[src/rtl/modulo_buffer_entrada_contador_pkg.sv]
// modulo_buffer_entrada_contador_pkg: shared sizing for the input buffer and the counter datapath
package modulo_buffer_entrada_contador_pkg;
    localparam int BUF_WIDTH = 8;
    localparam int BUF_DEPTH = 4;
    localparam int BUF_PTR_W = $clog2(BUF_DEPTH);
    localparam int BUF_CNT_W = BUF_PTR_W + 1;
endpackage

[src/rtl/modulo_fifo_circular.sv]
// modulo_fifo_circular: circular FIFO with occupancy count, full and empty flags
module modulo_fifo_circular #(
    parameter int WIDTH = 8,
    parameter int DEPTH = 4,
    parameter int CNT_W = $clog2(DEPTH) + 1
) (
    input  logic             clk,
    input  logic             rst,
    input  logic             wr_en,
    input  logic             rd_en,
    input  logic [WIDTH-1:0] wdata,
    output logic [WIDTH-1:0] rdata,
    output logic [CNT_W-1:0] count,
    output logic             full,
    output logic             empty
);
    localparam int PTR_W = $clog2(DEPTH);

    logic [WIDTH-1:0] mem_q [DEPTH];
    logic [PTR_W-1:0] wr_ptr_q, rd_ptr_q;
    logic [CNT_W-1:0] count_q, count_d;

    // Occupancy moves only when exactly one of write/read happens
    always_comb begin
        count_d = count_q;
        if (wr_en && !rd_en) count_d = count_q + 1'b1;
        else if (rd_en && !wr_en) count_d = count_q - 1'b1;
    end

    // Storage needs no reset: only entries between the pointers are ever read
    always_ff @(posedge clk)
        if (wr_en) mem_q[wr_ptr_q] <= wdata;

    // Pointers wrap naturally because DEPTH is a power of two
    always_ff @(posedge clk or negedge rst)
        if (!rst) begin
            wr_ptr_q <= '0;
            rd_ptr_q <= '0;
            count_q  <= '0;
        end else begin
            if (wr_en) wr_ptr_q <= wr_ptr_q + 1'b1;
            if (rd_en) rd_ptr_q <= rd_ptr_q + 1'b1;
            count_q <= count_d;
        end

    assign rdata = mem_q[rd_ptr_q];
    assign count = count_q;
    assign full  = count_q == CNT_W'(DEPTH);
    assign empty = count_q == '0;
endmodule

[src/rtl/modulo_buffer_entrada_contador.sv]
// modulo_buffer_entrada_contador: queues entered count values and presents the oldest in a holding register
module modulo_buffer_entrada_contador
    import modulo_buffer_entrada_contador_pkg::*;
#(
    parameter int WIDTH = BUF_WIDTH,
    parameter int DEPTH = BUF_DEPTH,
    parameter int CNT_W = $clog2(DEPTH) + 1
) (
    input  logic             clk,
    input  logic             rst,
    input  logic             enable,
    input  logic             push,
    input  logic [WIDTH-1:0] data_in,
    input  logic             clear_reg,
    output logic [WIDTH-1:0] reg_value,
    output logic             load_reg,
    output logic             empty_buffer,
    output logic             full,
    output logic             overflow,
    output logic [CNT_W-1:0] count
);
    logic             push_d_q, push_d_d;
    logic             overflow_q, overflow_d;
    logic             load_reg_q, load_reg_d;
    logic [WIDTH-1:0] reg_value_q, reg_value_d;
    logic             push_edge, refill, write;
    logic [WIDTH-1:0] fifo_rdata;
    logic             fifo_full, fifo_empty;

    modulo_fifo_circular #(.WIDTH(WIDTH), .DEPTH(DEPTH), .CNT_W(CNT_W)) u_fifo (
        .clk   (clk),
        .rst   (rst),
        .wr_en (write & enable),
        .rd_en (refill & enable),
        .wdata (data_in),
        .rdata (fifo_rdata),
        .count (count),
        .full  (fifo_full),
        .empty (fifo_empty)
    );

    // Refill takes priority over clear so a consumed value is replaced without a load_reg gap
    always_comb begin
        push_edge   = push & ~push_d_q;
        refill      = (~load_reg_q | clear_reg) & ~fifo_empty;
        write       = push_edge & (~fifo_full | refill);
        push_d_d    = push;
        overflow_d  = push_edge & ~write;
        reg_value_d = refill ? fifo_rdata : clear_reg ? '0 : reg_value_q;
        load_reg_d  = refill | (load_reg_q & ~clear_reg);
    end

    // Whole block freezes while enable is low, including the edge detector
    always_ff @(posedge clk or negedge rst)
        if (!rst) begin
            push_d_q    <= 1'b0;
            overflow_q  <= 1'b0;
            load_reg_q  <= 1'b0;
            reg_value_q <= '0;
        end else if (enable) begin
            push_d_q    <= push_d_d;
            overflow_q  <= overflow_d;
            load_reg_q  <= load_reg_d;
            reg_value_q <= reg_value_d;
        end

    assign reg_value    = reg_value_q;
    assign load_reg     = load_reg_q;
    assign overflow     = overflow_q;
    assign full         = fifo_full;
    assign empty_buffer = fifo_empty;
endmodule

[config.mk]
export PLATFORM = sky130hd
export DESIGN_NAME = modulo_buffer_entrada_contador
export DESIGN_NICKNAME = d
export VERILOG_FILES = /design/src/rtl/modulo_buffer_entrada_contador_pkg.sv /design/src/rtl/modulo_fifo_circular.sv /design/src/rtl/modulo_buffer_entrada_contador.sv
export SDC_FILE = /design/constraint.sdc
export NUM_CORES = 1
export LEC_CHECK = 0
export ABC_AREA = 1
export BUFFER_PORTS_ARGS = -buffer_cell sky130_fd_sc_hd__buf_2
export CAP_MARGIN = 10
export CORE_MARGIN = 8
export CORE_UTILIZATION = 56
export DETAILED_ROUTE_END_ITERATION = 10
export PLACE_DENSITY = 0.78
export SLEW_MARGIN = 20
export SYNTH_ARGS = -nofsm -noshare
export SYNTH_HDL_FRONTEND = slang
export SYNTH_HIERARCHICAL = 1
export SYNTH_SLANG_ARGS = --single-unit
[constraint.sdc]
create_clock -name clk -period 2.6 [get_ports clk]
set_clock_uncertainty 0.1 [all_clocks]
set_input_delay 0.52 -clock clk [delete_from_list [all_inputs] [get_ports clk]]
set_output_delay 0.52 -clock clk [all_outputs]
set_load 0.01 [all_outputs]
==> results.txt <==
Worst-Margin Slew - 0.3849 ns
Gr usage total - 12.31%
Minimum clock period - 2.230 ns
Die area - 0.006192 sq mm
CP startpoint kind - register
Unrepaired setup endpoints after global routing - no
Most common cell after layout, fill and taps aside - nand2_1
Clock sink count - 50
Worst path max stage delay - 0.45 ns
F_max - 448.4 MHz
Peak VDD IR - 0.4955 mV
Post CTS Setup Buffer Count - 0
Die Wd - 78.69 microns
Max Cap Violations - 0
First-pass GRT wire length - 5968 microns
Hold Path Class - in -> async
Final net count - 245
Leak - 1.168 nW
Synth Warn # - 6
Synthesized area - 0.002201 sq mm
Clock-pin slew on the worst setup and hold paths - 0.09 ns
Relative slew margins - 74.31%
Buffers on Ports - 27
Clock Path Buffers - 2
DR vias/cell - 5.120
Final ANT Viol Nets - 0
ANT cells - 0
Most flops, register - u_fifo/mem_q
DRC Markers - 0
I/O pin count - 28
PD cells - 952.3 mW/mm^2
# rows - 22
Synth Register Bits - 50
TritonCTS clock tree - yes
Hold Vio Cnt, Final - 0
Core area - 0.003716 sq mm
Mapped Cells - 195
Final Cycle Share - 85.77%
WP data arrival - 2.33 ns
Clock Tree Root - clkbuf_8
Crit-path leading delay family - simple AND/OR/NAND/NOR gates
Tightest hold margin - 0.02472 ns
Drt total wl - 3545 microns
Critical-path cell list - nor3_1 > buf_4 > nor2_8 > nand2_4 > inv_2 > inv_1 > ha_1 > inv_1 > fa_1 > nand2_1 > nand3_1 > nand2_1 > nand2_1
Leading cell types in the layout, fill and taps excluded - 52 x nand2_1, 32 x edfxtp_1, 29 x inv_1, 27 x buf_2
First-pass detailed-route iteration total - 4
Share of cells above drive strength 1 - 19.82%
Setup crit end kind - register
Number of CTS-inserted buffers - 5
DRT iter0 DRCs - 77
Syn-to-layout area delta - 11.31%
CTS resizes - 0
DR vias - 1,408
Initial antenna violation count - 0
Global route overflow - 0
Cell mode on critical path - nand2_1
H-Tree Depth - 2
Required time of the worst setup path - 2.70 ns
Seq pwr share - 47.4%
Critical path peak fanout - 9
Starting Density - 59.23%
Clk Latency, worst-skew pair - 0.30 ns
Final setup fails - 0
Vias in the first global route - 1,347
Pin count of the biggest net entering global routing - 35
Crit path buffers/inverters - 4
Synth cell types - 24
Sw frac - 35.96%
Fillers - 299
Net Sw Power - 838.9 uW
Int Pwr - 1.494 mW
Gpl congestion - 0.8251
Crit-path slowest cell - dfrtp_1
Max FFs per register - 32
Final Max Slew Viols - 0
Height of the die - 78.69 microns
Status - finished clean
Total negative setup slack - 0 ns
Syn_nets - 214
Critical path type - reg -> reg
Avg WL per Cell - 12.89 microns
Total power - 2.333 mW
Sequential share of the synthesized area - 64.13%
Hpwl dp - 2640 microns
Gate power share - 34.3%
Syn Area/Cell - 11.29 sq um
CTS Hold Bufs - 0
Clock power frac - 18.2%
==> routing by layer <==
metal | track usage, % | share of wire [%] | vias up
met2 | 19.80 | 49 | 28
met1 | 14.38 | 43 | 664
met5 | 0 | 0 | -
met4 | 5.556 | 1.6 | 0
met3 | 4.617 | 6.6 | 7
li1 | - | - | 709
==> cells by family after synthesis <==
group	count (synthesis)	synth area share, %
simple gates	78	16.09
flops	50	64.13
buf+inv	38	7.958
compound gates	19	6.481
fa+ha+maj	6	3.752
xor+xnor	4	1.592
==> Yosys cell counts <==
| cell | count | area share (%) |
|---|---|---|
| nand2_1 | 52 | 8.9 |
| edfxtp_1 | 32 | 44 |
| inv_1 | 29 | 4.9 |
| dfrtp_1 | 18 | 20 |
| nand3_1 | 18 | 4.1 |
| o211ai_1 | 15 | 5.1 |
| ha_1 | 5 | 2.8 |
| buf_6 | 4 | 2.0 |
| inv_2 | 3 | 0.51 |
| xor2_1 | 3 | 1.2 |
| nand2_4 | 2 | 1.0 |
| nor3_1 | 2 | 0.45 |
| a21boi_1 | 1 | 0.34 |
| buf_2 | 1 | 0.23 |
| clkbuf_2 | 1 | 0.23 |
| fa_1 | 1 | 0.91 |
| nand2_2 | 1 | 0.28 |
| nand4_1 | 1 | 0.28 |
| nor2_1 | 1 | 0.17 |
| nor2_8 | 1 | 0.91 |
| o211ai_2 | 1 | 0.57 |
| o21ai_0 | 1 | 0.23 |
| o21ai_1 | 1 | 0.23 |
| xnor2_1 | 1 | 0.40 |
==> power by group through the flow <==
stage | registers, mW | clock network, mW | logic (mW)
3_3_place_gp | 1.12 | 0 | 0.782
4_1_cts | 1.11 | 0.447 | 0.812
3_5_place_dp | 1.12 | 0 | 0.811
2_1_floorplan | 1.13 | 0 | 0.599
5_1_grt | 1.13 | 0.472 | 0.900
6_report | 1.11 | 0.426 | 0.801
==> metrics by stage <==
stage | worst slack, ns | utilization (%) | cells | area (sq um)
6_report | 0.3700 | 65.93 | 275 | 2450
5_1_grt | 0.2192 | 65.93 | 275 | 2450
4_1_cts | 0.3771 | 65.93 | 275 | 2450
3_5_place_dp | 0.3839 | 63.60 | 267 | 2364
3_3_place_gp | 0.4550 | 63.60 | 267 | 2364
2_1_floorplan | 0.01998 | - | 195 | 2201
==> worst paths after layout <==
path,start,slack [ns],depth (start not counted),to
min in group clk,data_in[1],0.33,1,u_fifo/mem_q[3][1]$_DFFE_PP_
min reg2reg,push_d_q$_DFFE_PN0P_,0.38,2,push_d_q$_DFFE_PN0P_
min,rst,0.02,1,u_fifo/rd_ptr_q[1]$_DFFE_PN0P_
max in group asynchronous,rst,2.10,1,u_fifo/wr_ptr_q[1]$_DFFE_PN0P_
max,u_fifo/count[0]$_DFFE_PN0P_,0.37,13,u_fifo/count[2]$_DFFE_PN0P_
max reg2reg,u_fifo/count[0]$_DFFE_PN0P_,0.37,13,u_fifo/count[2]$_DFFE_PN0P_
==> layout make-up <==
class	count	area, sq um	area share (%)
sequential	50	1411	57.61
multi-input combinational	107	614.3	25.08
tap	48	60.06	2.451
clock inverter	2	13.76	0.5618
timing repair buffer	30	157.7	6.435
clock buffer	6	72.57	2.962
inverter	32	120.1	4.903
==> worst register-to-register path: stages (launching register included) <==
cell and delay (ns):
dfrtp_1 0.45, nor3_1 0.23, buf_4 0.19, nor2_8 0.06
nand2_4 0.11, inv_2 0.07, inv_1 0.06, ha_1 0.15
inv_1 0.06, fa_1 0.37, nand2_1 0.10, nand3_1 0.08
nand2_1 0.06, nand2_1 0.04
No activity file was read; power rests on OpenSTA's default activity.
